**src/rtl/ex_muldiv.sv**
```systemverilog
// Iterative radix-2 multiply/divide unit for the EX stage; owns architectural HI/LO.
// Optional macro MULDIV_FAST_MUL_EN: single-cycle combinational MULT/MULTU.
module ex_muldiv #(
    parameter int XLEN  = 32,
    parameter int CNT_W = 6
) (
    input  logic            clk,
    input  logic            rst_n,
    input  logic            start,
    input  logic [2:0]      op,
    input  logic [XLEN-1:0] rs_val,
    input  logic [XLEN-1:0] rt_val,
    input  logic            flush,
    output logic            busy,
    output logic            done,
    output logic            div0,
    output logic [XLEN-1:0] hi,
    output logic [XLEN-1:0] lo
);

    typedef enum logic [1:0] {S_IDLE, S_CALC, S_FIX} state_e;

    localparam logic [2:0] OP_MULT  = 3'd1;
    localparam logic [2:0] OP_MULTU = 3'd2;
    localparam logic [2:0] OP_DIV   = 3'd3;
    localparam logic [2:0] OP_DIVU  = 3'd4;
    localparam logic [2:0] OP_MTHI  = 3'd5;
    localparam logic [2:0] OP_MTLO  = 3'd6;

    state_e               state_q, state_d;
    logic [CNT_W-1:0]     cnt_q, cnt_d;
    logic [2*XLEN-1:0]    acc_q, acc_d;
    logic [XLEN-1:0]      opb_q, opb_d;
    logic [XLEN-1:0]      rs_cap_q, rs_cap_d;
    logic                 is_div_q, is_div_d;
    logic                 neg_q, neg_d;
    logic                 rs_neg_q, rs_neg_d;
    logic                 b_zero_q, b_zero_d;
    logic [XLEN-1:0]      hi_q, hi_d;
    logic [XLEN-1:0]      lo_q, lo_d;
    logic                 busy_q, busy_d;
    logic                 done_q, done_d;
    logic                 div0_q, div0_d;

    logic                 signed_op;
    logic                 rs_s, rt_s;
    logic [XLEN-1:0]      abs_rs, abs_rt;
    logic [XLEN:0]        mul_sum;
    logic [XLEN:0]        div_trial;
    logic [2*XLEN-1:0]    prod_fix;
    logic [XLEN-1:0]      quo_fix, rem_fix;
`ifdef MULDIV_FAST_MUL_EN
    logic [2*XLEN-1:0]    fast_a, fast_b, fast_prod;
`endif

    // Operand magnitudes: signed ops iterate on |x| and fix the sign in FIX.
    always_comb begin
        signed_op = (op == OP_MULT) || (op == OP_DIV);
        rs_s      = signed_op && rs_val[XLEN-1];
        rt_s      = signed_op && rt_val[XLEN-1];
        abs_rs    = rs_s ? -rs_val : rs_val;
        abs_rt    = rt_s ? -rt_val : rt_val;
        mul_sum   = {1'b0, acc_q[2*XLEN-1:XLEN]} + {1'b0, opb_q};
        div_trial = acc_q[2*XLEN-1:XLEN-1] - {1'b0, opb_q};
        prod_fix  = neg_q ? -acc_q : acc_q;
        quo_fix   = neg_q ? -acc_q[XLEN-1:0] : acc_q[XLEN-1:0];
        rem_fix   = rs_neg_q ? -acc_q[2*XLEN-1:XLEN] : acc_q[2*XLEN-1:XLEN];
`ifdef MULDIV_FAST_MUL_EN
        fast_a    = signed_op ? {{XLEN{rs_val[XLEN-1]}}, rs_val} : {{XLEN{1'b0}}, rs_val};
        fast_b    = signed_op ? {{XLEN{rt_val[XLEN-1]}}, rt_val} : {{XLEN{1'b0}}, rt_val};
        fast_prod = fast_a * fast_b;
`endif
    end

    always_comb begin
        // NOTE: every _d gets a default first so no path through the case infers a latch.
        state_d  = state_q;
        cnt_d    = cnt_q;
        acc_d    = acc_q;
        opb_d    = opb_q;
        rs_cap_d = rs_cap_q;
        is_div_d = is_div_q;
        neg_d    = neg_q;
        rs_neg_d = rs_neg_q;
        b_zero_d = b_zero_q;
        hi_d     = hi_q;
        lo_d     = lo_q;
        busy_d   = busy_q;
        done_d   = 1'b0;
        div0_d   = 1'b0;

        case (state_q)
            S_IDLE: begin
                if (start && !flush) begin
                    case (op)
                        OP_MULT, OP_MULTU: begin
`ifdef MULDIV_FAST_MUL_EN
                            {hi_d, lo_d} = fast_prod;
                            done_d       = 1'b1;
`else
                            state_d  = S_CALC;
                            busy_d   = 1'b1;
                            cnt_d    = CNT_W'(XLEN);
                            is_div_d = 1'b0;
                            neg_d    = rs_s ^ rt_s;
                            rs_neg_d = rs_s;
                            b_zero_d = (rt_val == '0);
                            rs_cap_d = rs_val;
                            opb_d    = abs_rs;
                            acc_d    = {{XLEN{1'b0}}, abs_rt};
`endif
                        end
                        OP_DIV, OP_DIVU: begin
                            state_d  = S_CALC;
                            busy_d   = 1'b1;
                            cnt_d    = CNT_W'(XLEN);
                            is_div_d = 1'b1;
                            neg_d    = rs_s ^ rt_s;
                            rs_neg_d = rs_s;
                            b_zero_d = (rt_val == '0);
                            rs_cap_d = rs_val;
                            opb_d    = abs_rt;
                            acc_d    = {{XLEN{1'b0}}, abs_rs};
                        end
                        OP_MTHI: hi_d = rs_val;
                        OP_MTLO: lo_d = rs_val;
                        default: ;
                    endcase
                end
            end
            S_CALC: begin
                // acc holds {remainder, quotient} for divide, {partial, multiplier} for multiply.
                if (is_div_q) begin
                    if (!div_trial[XLEN])
                        acc_d = {div_trial[XLEN-1:0], acc_q[XLEN-2:0], 1'b1};
                    else
                        acc_d = {acc_q[2*XLEN-2:0], 1'b0};
                end else begin
                    if (acc_q[0])
                        acc_d = {mul_sum, acc_q[XLEN-1:1]};
                    else
                        acc_d = {1'b0, acc_q[2*XLEN-1:1]};
                end
                cnt_d = cnt_q - 1'b1;
                if (cnt_q == CNT_W'(1))
                    state_d = S_FIX;
            end
            S_FIX: begin
                state_d = S_IDLE;
                busy_d  = 1'b0;
                done_d  = 1'b1;
                if (!is_div_q) begin
                    {hi_d, lo_d} = prod_fix;
                end else if (b_zero_q) begin
                    hi_d   = rs_cap_q;
                    lo_d   = '1;
                    div0_d = 1'b1;
                end else begin
                    hi_d = rem_fix;
                    lo_d = quo_fix;
                end
            end
            default: state_d = S_IDLE;
        endcase

        // Flush wins over everything: drop the operation and leave HI/LO untouched.
        if (flush) begin
            state_d = S_IDLE;
            busy_d  = 1'b0;
            done_d  = 1'b0;
            div0_d  = 1'b0;
            hi_d    = hi_q;
            lo_d    = lo_q;
        end
    end

    // NOTE: sequential state uses non-blocking assignments only, so every flop samples pre-edge values.
    always_ff @(posedge clk or negedge rst_n) begin
        if (!rst_n) begin
            state_q  <= S_IDLE;
            cnt_q    <= '0;
            acc_q    <= '0;
            opb_q    <= '0;
            rs_cap_q <= '0;
            is_div_q <= 1'b0;
            neg_q    <= 1'b0;
            rs_neg_q <= 1'b0;
            b_zero_q <= 1'b0;
            hi_q     <= '0;
            lo_q     <= '0;
            busy_q   <= 1'b0;
            done_q   <= 1'b0;
            div0_q   <= 1'b0;
        end else begin
            state_q  <= state_d;
            cnt_q    <= cnt_d;
            acc_q    <= acc_d;
            opb_q    <= opb_d;
            rs_cap_q <= rs_cap_d;
            is_div_q <= is_div_d;
            neg_q    <= neg_d;
            rs_neg_q <= rs_neg_d;
            b_zero_q <= b_zero_d;
            hi_q     <= hi_d;
            lo_q     <= lo_d;
            busy_q   <= busy_d;
            done_q   <= done_d;
            div0_q   <= div0_d;
        end
    end

    assign busy = busy_q;
    assign done = done_q;
    assign div0 = div0_q;
    assign hi   = hi_q;
    assign lo   = lo_q;

endmodule
```
**config.mk**
```make
export PLATFORM = sky130hd
export DESIGN_NAME = ex_muldiv
export DESIGN_NICKNAME = d
export VERILOG_FILES = /design/src/rtl/ex_muldiv.sv
export SDC_FILE = /design/constraint.sdc
export NUM_CORES = 1
export LEC_CHECK = 0
export ABC_CLOCK_PERIOD_IN_PS = 7930
export CAP_MARGIN = 30
export CORE_MARGIN = 2
export CORE_UTILIZATION = 55
export CTS_BUF_LIST = sky130_fd_sc_hd__clkbuf_4 sky130_fd_sc_hd__clkbuf_8
export DETAILED_ROUTE_END_ITERATION = 16
export PLACE_DENSITY = 0.76
export SLEW_MARGIN = 10
export SYNTH_ARGS = -nofsm -noshare
export SYNTH_HDL_FRONTEND = slang
export SYNTH_SLANG_ARGS = --single-unit
```
**constraint.sdc**
```tcl
create_clock -name clk -period 7.93 [get_ports clk]
set_input_delay 1.586 -clock clk [delete_from_list [all_inputs] [get_ports clk]]
set_output_delay 1.586 -clock clk [all_outputs]
set_load 0.02 [all_outputs]
```
# Yosys cells after proc, flatten, opt, wreduce, memory -nomap -nowiden
# Index checks and enable logic that the tools add are counted.
classes:
  add_sub_neg: 8
  eq_ne: 17
  n_mux: 41
  bitwise_logic: 2
  reduce_logical: 22
op_table:
  columns: ["operator", "n"]
  rows:
  - ["$mux 32", 12]
  - ["$mux 64", 5]
  - ["$pmux 64 s2", 2]
  - ["$pmux 32 s2", 3]
  - ["$neg 32->32", 4]
  - ["$neg 64->64", 1]
  - ["$add 32x32->33", 1]
  - ["$sub 33x32->33", 1]
  - ["$logic_not 32->1", 1]
  - ["$reduce_and 3->1", 6]
  - ["$mux 6", 2]
  - ["$pmux 6 s2", 1]
  - ["$eq 3x3->1 const B", 3]
  - ["$mux 1", 9]
  - ["$ne 3x3->1 const B", 3]
  - ["$mux 2", 4]
  - ["$reduce_and 4->1", 2]
  - ["$eq 3x2->1 const B", 2]
  - ["$eq 6x1->1 const B", 1]
  - ["$reduce_bool 2->1", 3]
  - ["$sub 6x1->6 const B", 1]
  - ["$ne 2x1->1 const B", 2]
  - ["$ne 2x2->1 const B", 2]
  - ["$pmux 1 s2", 2]
  - ["14 further kinds", 17]
word_totals:
  regBits: 207
  inputBits: 71
  output_inout_bits: 67

# Logic depth before layout (Yosys ltp)
# Gate-level depths: netlist of the first run.
depth:
  ltp_word: 7
  depth_mapped: 14
  mapped_depth_nobuf: 12

# Worst setup path after synthesis of the first run
# No wires, ideal clock.
synth_path:
  path_kind: "input-to-reg"
  start: "input port rt_val[13]"
  end: "register acc_q[29]"
  setup_time_ns: 0.065
  t_arrival_ns: 3.646
  t_required_ns: 7.865
  slack_ns: 4.219
  cell_stages: 8
  n_path_buf: 0
  path_cell_list: "or3_1 > or3_1 > or3_1 > nor3b_1 > a21oi_1 > xnor2_1 > a211oi_1 > o22a_1"
synth_between:
  elab_chain_len: 5
synth_lines:
  columns: ["element", "line_no", "rtl"]
  rows:
  - ["from (decl)", "12", "input logic [XLEN-1:0] rt_val,"]
  - ["$neg 32->32", "62", "abs_rt = rt_s ? -rt_val : rt_val;"]
  - ["$mux 32", "62", null]
  - ["$pmux 64 s2", "95", "case (op)"]
  - ["$mux 64", "94", "if (start && !flush) begin"]
  - ["$pmux 64 s2", "92", "case (state_q)"]
  - ["to (signal assigned)", "182", "acc_q <= '0;"]
  - ["to (signal assigned)", "197", "acc_q <= acc_d;"]
  - ["to (decl)", "32", "logic [2*XLEN-1:0] acc_q, acc_d;"]
# No other way between the ends. The select of a mux whose other input is x is not followed.
# A chain may end at the register's enable or synchronous reset.

# Worst setup path after layout of the first run
layout_path:
  start: "register acc_q[31]"
  end: "register acc_q[54]"
layout_between:
  elab_chain_len: 4
layout_lines:
  columns: ["element", "line_no", "rtl"]
  rows:
  - ["$sub 33x32->33", "64", "div_trial = acc_q[2*XLEN-1:XLEN-1] - {1'b0, opb_q};"]
  - ["$mux 64", "134", "if (!div_trial[XLEN])"]
  - ["$mux 64", "133", "if (is_div_q) begin"]
  - ["$pmux 64 s2", "92", null]
# No other way between the ends.

==> results.md, run 1 <==
* Status: finished, final reports clean
* Routed vias at about 18k
* DIE WIDTH at between 150 and 200 µm
* Insertion delay to the later sink of the worst-skew pair at just under 600 ps
* GRT Overall Usage at 0.376
* Final antenna diode count at 0
* RSZ-0062 raised after global routing: false
* # Max-Cap Violations at 0
* GPL Wtd Cong at 0.963
* Number of synthesized flops with an enable pin at 0
* CP arrival at ~5000 ps
* PostCTS Resize Cnt at 0
* CTS Buf Count at 39
* Final Hold Vio Count at 0
* DP Wirelength at between 40,000 and 50,000 µm
* Std cell rows at 65
* Final net count at ~2.5k
* Worst r2r path cells at 12
* Clock skew at just over 30 ps
* I/O Pins at roughly 140
* Max Clock Freq at 222 MHz
* Post-synth top area share at 0.297
* Flops & latches, synth at 207
* Sequential fraction of the synthesis area at 0.297
* CP Capture Type: register
* Post-synthesis cell type count at approximately 80
* Clock Path Buffers at 3
* Slew headroom at 0.340
* Critical Path Slowest Stage Cell: dfrtp_1
* Pwr Density at 477 nW/µm²
* Buffers on Ports at 137
* Root Driver: clkbuf_8
* Worst vdd ir at approximately 0.20 mV
* CTS clk-pin slew, worst paths at ~60 ps
* Max-slew violation count at 0
* Main combinational cell family by area after synthesis: compound AO/OA/AOI/OAI gates
* Cell count after synthesis at roughly 2.3k
* Netlist Area Pre-Place at roughly 17,000 µm²
* Crit path kind: reg2reg
* Ys Warns at 0
* P&R area growth vs syn at 13.2%
* Remaining antenna violation count after routing at 0
* CTS tree: built
* Synth top cells by count: nand2_1 (413), dfrtp_1 (207), o21ai_0 (203)
* WL/cell at 23.2 µm
* Core outline area at between 30,000 and 40,000 µm²
* Num Clock Sinks at around 210
* Most common cell in the synthesized netlist: nand2_1
* Adder-Cell Fraction of Synth Area at 0.0525
* Pleak at 8.24 nW
* Mux contribution to synthesized area at 0.0551
* Critical Path Source Type: register
* Layout cells sized above 1 at 0.0578
* Routed vias/inst at around 6.6
* H-tree levels at 2
* Max incr delay on CP at 480 ps
* CP bufs+invs at 2
* WL final at approximately 64,000 µm
* Yosys top cell by area: dfrtp_1
* Actual slew at the worst max-slew pin at approximately 990 ps
* Fin crit share at 0.568
* Hold depth at 2
* Top cells by area, synth: dfrtp_1 (30%), nand2_1 (8.9%), o21ai_0 (5.8%)
* Largest net degree at the start of global routing at ~120
* DIE HEIGHT at ~180 µm
* Hold Buf Count CTS at 0
* Total gr overflow at 0
* Post-synthesis compound-gate area fraction at 0.235
* Top_reg_cell synth: dfrtp_1
* Crit path required time at approximately 8400 ps
* Xor and xnor area share after synthesis at 0.0948
* First-pass GRT wire length at 97,000 µm
* Syn_nets at between 2k and 2.5k
* Synth Area in Simple Gates at 0.214
* Cell depth of the worst setup path at 12
* Iter 0 DRT Violations at 1,928
* Worst-path fanout max at 26
* Initial antenna violation count at 0
* Avg Inst Size Synth at ~7.7 µm²
* Family with the most delay on the worst path: compound AO/OA/AOI/OAI gates
* Postcts setup bufs at 0
* Initial Utilization at 0.556
* Minimum clock period at about 4500 ps
* Total power at around 0.0094 W
* Hold Crit Class: reg2reg
* Setup violations, final at 0
* DRC at 0
* First-pass detailed-route iteration total at 6
* Setup_tns at 0 ps
* Async SR Flop Fraction at 1.00
* Crit-path cells: inv_1 -> ha_1 -> fa_1 -> nor2b_1 -> o2111ai_1 -> a2111o_1 -> and4_1 -> or3b_1 -> a211oi_4 -> buf_4 -> mux2_2 -> a221o_1
* Vias in the first global route at 17.1k
* Die area at 33,200 µm²
-- metrics by stage --
stage,hold slack [ps],instances,worst slack (ps),util,instance area [µm²]
after CTS,480,2736,3450,0.628,19700
after global routing,501,2739,3320,0.630,19800
after detailed placement,466,2671,3190,0.602,18900
after global placement,460,2671,3300,0.602,18900
after floorplan,440,2280,4220,-,17500
final,479,2739,3420,0.630,19800
-- sequential cells by signal, summed over array words and instances (netlist names) --
name and count:
acc_q 64, b_zero_q 1, busy 1, cnt_q 6
div0 1, done 1, hi 32, is_div_q 1
lo 32, neg_q 1, opb_q 32, rs_cap_q 32
rs_neg_q 1, state_q 2
-- worst paths after layout --
kind                             start           end  slack, ps
min in group asynchronous        rst_n  rs_cap_q[29]        930
max in group asynchronous        rst_n        lo[11]       5600
hold / removal             rs_cap_q[4]   rs_cap_q[4]        480
setup reg to reg             acc_q[31]     acc_q[54]       3420
setup / recovery             acc_q[31]     acc_q[54]       3420
hold reg to reg            rs_cap_q[4]   rs_cap_q[4]        480
-- cell families after synthesis --
| kind of cell | after synthesis |
|---|---|
| multiplexers | 95 |
| XOR/XNOR | 189 |
| AO/OA/AOI/OAI | 650 |
| AND/OR/NAND/NOR | 828 |
| buffers and inverters | 239 |
| adder cells (fa/ha/maj) | 72 |
| flip-flops | 207 |
-- area by class of cell --
| class | instances | area, µm² |
|---|---|---|
| Tap cell | 402 | 503 |
| Multi-Input combinational cell | 1834 | 11400 |
| Sequential cell | 207 | 5180 |
| Fill cell | 2793 | 11600 |
| Inverter | 66 | 248 |
| Clock buffer | 62 | 772 |
| Clock inverter | 3 | 22.5 |
| Timing Repair Buffer | 165 | 1630 |
-- per-layer routing --
| layer | share of wire | GRT usage | routed length (µm) |
|---|---|---|---|
| met1 | 0.40 | 0.497 | 25600 |
| met2 | 0.44 | 0.578 | 28100 |
| met3 | 0.088 | 0.0603 | 5620 |
| met4 | 0.068 | 0.235 | 4360 |
| met5 | 0 | 0 | 0 |
-- worst reg2reg max path, delay by kind of cell, from the launching register on --
family,cells,cell delay [ps]
AOI/OAI and AO/OA,4,1380
and+or+nand+nor,3,910
adders and majority gates,2,640
buffers and inverters,2,580
DFF,1,480
muxes,1,400
-- placed cells by master, fill, tap and decap left out, types with 8 or more instances in the layout --
master / instances
a31oi_1: 43
a21o_1: 31
nor3_1: 46
xor2_1: 75
nand3_1: 44
or4_1: 19
mux2_2: 9
clkbuf_4: 13
xnor2_1: 114
nor2b_1: 15
nand4_1: 13
o21bai_1: 11
nor4_1: 13
and2_1: 8
o31ai_1: 28
buf_4: 25
nor2_1: 160
o21a_1: 18
o21ai_0: 202
o41ai_1: 20
ha_1: 70
and3_1: 19
mux2i_1: 86
inv_1: 65
or3_1: 29
dfrtp_1: 204
nand2_1: 413
clkbuf_8: 50
o221ai_1: 31
o211ai_1: 17
o22ai_1: 36
nand2b_1: 13
a211oi_1: 19
a21oi_1: 131
clkdlybuf4s50_1: 136
-- power by group --
part	switching, W	total (W)	internal, W	leakage, nW
Clock	0.000493	0.00110	0.000612	0.413
Sequential	0.000735	0.00230	0.00156	2.58
Combinational	0.00357	0.00604	0.00247	5.25
Total	0.00480	0.00944	0.00464	8.24
Power figures use the tool's default switching activity.
==> run 2, diff against run 1 <==
Settings changed: ABC_CLOCK_PERIOD_IN_PS 7930 to 4500.
Clock period 7.93 ns to 4.5 ns, I/O delays scaled along.
==> run 2 against run 1 <==
Against the previous run: clock skew shrank 13 ps; sequential share of layout area shrank 0.73 points; fmax grew 10%; critical endpoint is now acc_q[53].
==> results.md, run 2 (synthesized netlist as in run 1, its figures left out) <==
* Core outline area at 31,400 µm²
* Critical Path Slowest Stage Cell: a211o_1
* WL final at 66,200 µm
* Fin cells at 2,809
* CTS clk-pin slew, worst paths at roughly 70 ps
* DIE WIDTH at roughly 180 µm
* Initial antenna violation count at 0
* Initial Utilization at 0.556
* CP arrival at about 4600 ps
* RSZ-0062 raised after global routing: false
* Final net count at ~2.5k
* Clk network pwr share at 0.119
* Postcts setup bufs at 0
* Comb pwr share at 0.653
* Max-slew violation count at 0
* Buffers on Ports at around 140
* Worst r2r path cells at 12
* Root Driver: clkbuf_8
* Actual slew at the worst max-slew pin at 896 ps
* Hold Buf Count CTS at 0
* Final core utilization at 0.648
* Cell depth of the worst setup path at 12
* CTS Buf Count at 40
* CP bufs+invs at 1
* H-tree levels at 2
* Setup_tns at 0 ps
* Vias in the first global route at about 17k
* Layout cells sized above 1 at 0.0848
* # Max-Cap Violations at 0
* Max incr delay on CP at approximately 530 ps
* Placed insts at roughly 2.7k
* Int Power at about 0.0084 W
* Hold Crit Class: in2async
* Critical Path Source Type: register
* Met1 usage at 0.518
* GPL Wtd Cong at 0.977
* Iter 0 DRT Violations at between 2k and 2.5k
* Reg with most FFs: acc_q
* Commonest non-fill, non-tap cells in the layout: nand2_1 (413), dfrtp_1 (204), o21ai_0 (202)
* Status: finished, final reports clean
* First-pass detailed-route iteration total at 6
* CP Capture Type: register
* Pwr Density at approximately 840 nW/µm²
* Worst-path fanout max at 16
* Routed vias/inst at roughly 6.5
* Clock skew at 17.2 ps
* FF+latch area at slightly above 5000 µm²
* Worst vdd ir at 0.465 mV
* First-pass GRT wire length at about 100,000 µm
* Remaining antenna violation count after routing at 0
* Largest net degree at the start of global routing at 86
* Minimum clock period at just over 4000 ps
* Sequential Power Share at 0.228
* Fillers at around 2.8k
* Clock Path Buffers at 3
* GRT Overall Usage at 0.393
* Commonest non-fill, non-tap cell in the layout: nand2_1
* DIE HEIGHT at between 150 and 200 µm
* DP Wirelength at about 50,000 µm
* Slew headroom at 0.399
* Routed vias at around 18k
* Family with the most delay on the worst path: compound AO/OA/AOI/OAI gates
* Sw frac at 0.505
* Final Hold Vio Count at 0
* Psw at about 0.0086 W
* Total gr overflow at 0
* Fin crit share at 0.909
* Pleak at 8.61 nW
* Max reg flops at 64
* Grt met3 use at 0.0748
* Top Usage Layer GRT: met2
* Die area at 33,200 µm²
* Setup violations, final at 0
* Area taken by multi-input logic gates at around 11,000 µm²
* Crit path kind: reg2reg
* Crit-path cells: inv_1 -> ha_1 -> fa_1 -> nor2b_1 -> o2111ai_1 -> a2111o_1 -> and4_1 -> or3b_1 -> a211o_1 -> and2_1 -> a211o_1 -> a32o_1
* CTS tree: built
* I/O Pins at around 140
* Num Clock Sinks at approximately 210
* PostCTS Resize Cnt at 0
* Std cell rows at 65
* DRC at 0
* WL/cell at approximately 24 µm
* Global routing met2 resource utilization at 0.612
* Crit path required time at 4960 ps
* Insertion delay to the later sink of the worst-skew pair at ~580 ps
* P&R area growth vs syn at 16.5%
* Max Clock Freq at about 240 MHz
* Critical path's most frequent cell: a211o_1
* Total power at 0.0170 W
==> run 2: metal layers <==
metal	vias to the layer above	routed length (µm)
met1	8632	26500
met2	949	29000
met5	-	0
met4	0	4080
met3	230	6510
li1	8320	-
==> run 2: path summary, 6_finish.rpt <==
path / slack (ps) / end / startpoint
worst max-delay path: 410 / acc_q[53] / acc_q[31]
worst min-delay path: 350 / acc_q[60] / rst_n
worst min register to register: 470 / rs_cap_q[31] / rs_cap_q[31]
max in group asynchronous: 2940 / acc_q[20] / rst_n
worst max register to register: 410 / acc_q[53] / acc_q[31]
min in group clk: 470 / rs_cap_q[31] / rs_cap_q[31]
==> run 2: final cells by class <==
cell class	instances	share of cell area
Multi-Input combinational cell	1834	0.561
Sequential cell	207	0.255
Timing Repair Buffer	229	0.105
Clock buffer	65	0.0400
Tap cell	402	0.0247
Inverter	66	0.0122
Clock inverter	5	0.00154
Antenna cell	1	0.000123
==> run 2: power groups by stage <==
stage	combinational (W)	sequential, W	clock [W]
2_1_floorplan	0.00757	0.00365	0
3_3_place_gp	0.0105	0.00386	0
3_5_place_dp	0.0108	0.00388	0
4_1_cts	0.0108	0.00385	0.00204
5_1_grt	0.0121	0.00397	0.00210
6_report	0.0111	0.00387	0.00202
==> run 2: through the flow <==
step	worst slack, ps	hold WS, ps	cell area (µm²)
2_1_floorplan	1040	440	17500
3_3_place_gp	562	456	19400
3_5_place_dp	393	457	19400
4_1_cts	443	421	20300
5_1_grt	229	442	20300
6_report	408	352	20300
==> run 3, diff against run 2 <==
Settings changed: SKIP_LAST_GASP set to 1.
==> results of run 3 <==
Same layout as run 2: the final DEF is identical, and so are final timing and power.
==> RTL edit 1 (settings of run 2) <==
Encoding of `state_e`: now one-hot (3 bits for 3 states).
--- a/src/rtl/ex_muldiv.sv
+++ b/src/rtl/ex_muldiv.sv
@@ -18,7 +18,7 @@
     output logic [XLEN-1:0] lo
 );
 
-    typedef enum logic [1:0] {S_IDLE, S_CALC, S_FIX} state_e;
+    typedef enum logic [2:0] {S_IDLE = 3'b001, S_CALC = 3'b010, S_FIX = 3'b100} state_e;
 
     localparam logic [2:0] OP_MULT  = 3'd1;
     localparam logic [2:0] OP_MULTU = 3'd2;
Function: no difference found for any inputs over 4 cycles, from zero or initial values and one cycle with rst_n low; so few cycles prove little.
==> RTL edit 1 against run 2 <==
Final cell count shrank 3.8%. Critical path depth grew 3. Area after synthesis shrank 2.3%. Design area shrank 2.6%. Setup slack lost 0.046 ns. Routed wire length shrank 5.9%. Sequential cell count grew 1. Critical endpoint is now acc_q[61].
Power is not compared: it rests on default switching activity, and its combinational part moved more than twofold at a synthesized area within 25%.
==> RTL edit 1: results (changes against run 2) <==
Status:
- Run status: completed (unchanged).

Final layout:
- The antenna diode count is 0 (was 1).
- The number of flip-flops in the largest register is 64 (unchanged).
- The filler cell count in the final layout came to 2672 (was 2768).
- The final-stage net count was 2421 (was 2521).
- The fraction of final layout cells with drive strength greater than 1 is 0.0824 (was 0.0848).

Placed design:
- The detailed placement HPWL is 45900 um (was 49200 um).
- The final weighted congestion of routability-driven global placement is 1.00 (was 0.977).

Critical path:
- The endpoint of the worst-slack reg-to-reg timing path is acc_q[61] (was acc_q[53]).
- The maximum fanout encountered on the critical timing path is 8 (was 16).
- The arrival time of the worst setup path came to 4.57 ns (was 4.56 ns).
- The cell at the slowest stage of the critical path is a211oi_1 (was a211o_1).
- The category of the most critical setup path is flip-flop to flip-flop (unchanged).
- The family with the most delay on the worst path is compound AO/OA/AOI/OAI gates (unchanged).
- The longest individual stage delay on the worst path is 0.56 ns (was 0.53 ns).
- The worst reg2reg path startpoint is acc_q[32] (was acc_q[31]).
- The number of cells traversed by the worst register-to-register path is 15 (was 12).
- The critical path launch point is acc_q[32] (was acc_q[31]).
- The slack of the worst reg-to-reg path is 0.36 ns (was 0.41 ns).

Yosys:
- Most frequent cells after synthesis: nand2_1, o21ai_0, dfrtp_1, clkbuf_1, a21oi_1 (was nand2_1, dfrtp_1, o21ai_0, nor2_1, clkbuf_1).
- The dominant register cell in the synthesized netlist is dfrtp_1 (unchanged).
- The number of enable-type register cells in the synthesized netlist is 0 (unchanged).
- The register area share after synthesis is 0.305 (was 0.297).
- Dominant cells by area after synthesis: dfrtp_1, nand2_1, xnor2_1 (was dfrtp_1, nand2_1, o21ai_0).
- The post-synth net total came to 2334 (was 2423).
- The number of distinct standard cells referenced by the synthesized netlist is 73 (was 78).
- The number of warning messages in the yosys log is 0 (unchanged).

Min path:
- The worst hold-check path type is input pin to async pin (unchanged).

GRT:
- The global-route usage over all layers was 0.376 (was 0.393).
- The wire length of the first global-routing pass came to 96100 um (was 100000 um).
- The fraction of met2 tracks used by global routing is 0.592 (was 0.612).
- The met1 track demand over resource in global routing was 0.499 (was 0.518).
- The number of antenna violations at the first check in global routing is 1 (was 0).
- The met3 usage in global routing came to 0.0681 (was 0.0748).
- The largest net degree at the start of global routing is 94 (was 86).
- The number of global-route vias before repair is 16700 (was 17300).

Power and ir drop:
- The sequential power is 2820 uW.
- The share of total power in combinational logic is 0.438.
- The worst-case IR drop observed on VDD is 402 uV.

Clock network:
- The total number of H-tree levels is 2 (unchanged).
- The clock tree from TritonCTS is yes (unchanged).
- The number of gates resized after CTS was 0 (unchanged).
- The clock buffer count from CTS is 40 (unchanged).

Route:
- The detailed-routing iteration count for the pre-antenna-repair pass is 6 (unchanged).
- The via count normalized by instance count is 6.51 (was 6.45).
- The number of DRC violations after detailed-routing iteration 0 is 2130 (was 2023).
- The average wire per cell in the routed design is 23.0 um (was 23.5 um).

Timing:
- The worst clock skew came to 0.0213 ns (was 0.0172 ns).
- The relative max-transition margin is 0.311 (was 0.399).
## RTL edit 1: cells by family after synthesis
logic type	Yosys count	share of synthesized area
mux	71	0.0419
simple gates	731	0.197
xor+xnor	210	0.108
compound gates	667	0.243
fa+ha+maj	72	0.0537
buf+inv	232	0.0516
flops	208	0.305
## RTL edit 1: stage by stage
stage | setup slack, ns | util | std cells | area [um^2] | total power [uW]
floorplan | 1.14 | - | 2191 | 17100 | 5210
global placement | 0.479 | 0.620 | 2632 | 19000 | 6440
detailed placement | 0.372 | 0.620 | 2632 | 19000 | 6530
CTS | 0.507 | 0.648 | 2701 | 19800 | 8560
global route | 0.158 | 0.648 | 2701 | 19800 | 9100
finish | 0.362 | 0.648 | 2701 | 19800 | 8630
## RTL edit 1: layer usage
| layer | vias up | wire (um) |
|---|---|---|
| li1 | 8018 | - |
| met1 | 8363 | 25100 |
| met5 | - | 13 |
| met4 | 2 | 3610 |
| met2 | 995 | 27700 |
| met3 | 212 | 5770 |
## RTL edit 1: area by class of cell
| cell class | instances | share of cell area |
|---|---|---|
| clock buffers | 59 | 0.0382 |
| clock inverters | 10 | 0.00417 |
| inverters | 63 | 0.0119 |
| multi-input cells | 1751 | 0.557 |
| flip-flops and latches | 208 | 0.263 |
| well taps | 396 | 0.0250 |
| repair buffers | 214 | 0.101 |
## RTL edit 1: how the worst min path moves through the flow
stage | end | slack, ns | cells past startpoint
3_3_place_gp | rs_cap_q[6] | 0.46 | 2
6_report | acc_q[53] | 0.36 | 1
3_5_place_dp | rs_cap_q[20] | 0.46 | 2
2_1_floorplan | rs_cap_q[26] | 0.44 | 2
5_1_grt | acc_q[53] | 0.40 | 1
4_1_cts | acc_q[54] | 0.39 | 1
==> RTL edit 2 (config.mk and constraints of run 2) <==
Made on the original files. Set the parameter `CNT_W` to 8 (it was 6).
--- a/src/rtl/ex_muldiv.sv
+++ b/src/rtl/ex_muldiv.sv
@@ -2,7 +2,7 @@
 // Optional macro MULDIV_FAST_MUL_EN: single-cycle combinational MULT/MULTU.
 module ex_muldiv #(
     parameter int XLEN  = 32,
-    parameter int CNT_W = 6
+    parameter int CNT_W = 8
 ) (
     input  logic            clk,
     input  logic            rst_n,
Check against the original RTL: no difference found for any inputs over 4 cycles, from zero or initial values and one cycle with rst_n low; that may be too few to reach the edited logic, so the function may still have changed.
==> RTL edit 2 against run 2 <==
Routed wire length rose by 1.8%. Count of clock-buffer cells in the layout shrank 2. Setup slack got worse by 0.19 ns. First-iteration DRC count rose by 5.4%. Area after synthesis is 1.2% higher. Sequential cell count is 2 higher. Clock power grew 3%. Synthesized cell count fell by 0.35%. Clock skew increased by 0.013 ns. Power up 0.16%. Design area about the same. Critical endpoint is now hi[6]. Largest cell class unchanged. Largest power group unchanged.
==> RTL edit 2: results (changes against run 2) <==
Status:
- Run status: completed (unchanged).

GRT:
- The global-route usage over all layers is 0.395 (was 0.393).
- The wire length of the first global-routing pass is 102000 um (was 100000 um).

Route:
- The number of DRC violations after detailed-routing iteration 0 was 2132 (was 2023).
- The average wire per cell in the routed design was 24.3 um (was 23.5 um).
- The detailed-route via count came to 18600 (was 18100).
- The via count normalized by instance count is 6.71 (was 6.45).

Clock network:
- The clock buffer count from CTS was 39 (was 40).
- The number of clock sinks seen by CTS was 209 (was 207).

Final layout:
- The register cell area after layout is 5230 um^2 (was 5180 um^2).
- The final-stage net count came to 2488 (was 2521).
- The count of non-CTS buffers in the layout is 206 (was 229).
- The filler cell count in the final layout is 2747 (was 2768).
- The multi-input logic cell count is 1814 (was 1834).
- The sequential share of cell area is 0.257 (was 0.255).
- The multi-input logic area was 11500 um^2 (was 11400 um^2).
- The buffer share of cell area is 0.0949 (was 0.105).
- The relative area of clock buffers and inverters in the final design is 0.0428 (was 0.0415).

Timing:
- The worst slack on hold paths came to 0.343 ns (was 0.352 ns).
- The worst clock skew is 0.0303 ns (was 0.0172 ns).
- The highest achievable clock rate is 0.234 GHz (was 0.244 GHz).
- The relative max-transition margin was 0.310 (was 0.399).

Critical path:
- The maximum fanout encountered on the critical timing path was 9 (was 16).
- The endpoint of the worst-slack reg-to-reg timing path was hi[6] (was acc_q[53]).
- The worst reg2reg path startpoint is acc_q[11] (was acc_q[31]).

Yosys:
- The register area share after synthesis came to 0.296 (was 0.297).
- Most frequent cells after synthesis: nand2_1, o21ai_0, dfrtp_1, clkbuf_1, nor2_1 (was nand2_1, dfrtp_1, o21ai_0, nor2_1, clkbuf_1).
- The post-synth net total is 2415 (was 2423).
- The synthesized instance count is 2272 (was 2280).

Placed design:
- The cell count after placement is 2705 (was 2735).
- The placed cell area is 19500 um^2 (was 19400 um^2).
- The final weighted congestion of routability-driven global placement is 0.997 (was 0.977).

Power and ir drop:
- The worst IR drop on VDD is 467 uV (was 465 uV).
RTL edit 2: cell count changes after synthesis, moves of 8 or more:
cell      before  now
inv_1         65   73
or2_2          6   19
nor3_1        46   36
a211oi_1      19   31
mux2i_1       86   77
o21ai_0      203  213
o22ai_1       36   44
nand2_1      413  375
nor2_1       161  138
a21oi_1      131  113
RTL edit 2: metal layers:
layer / share of wire / track usage
met5: 0 / 0
met4: 0.069 / 0.238
met3: 0.12 / 0.108
met2: 0.43 / 0.592
met1: 0.39 / 0.508
RTL edit 2: kinds of logic after synthesis:
kind of cell	Yosys count	synth area share
mux	84	0.0481
fa+ha+maj	72	0.0518
xor+xnor	197	0.0976
buf+inv	249	0.0542
flops	209	0.296
compound gates	680	0.250
simple gates	781	0.203
RTL edit 2: report_power, final:
part	internal [uW]	total, uW	switching [uW]
registers	2780	4010	1230
logic	4480	10900	6440
clock network	1200	2090	886
total	8460	17000	8560
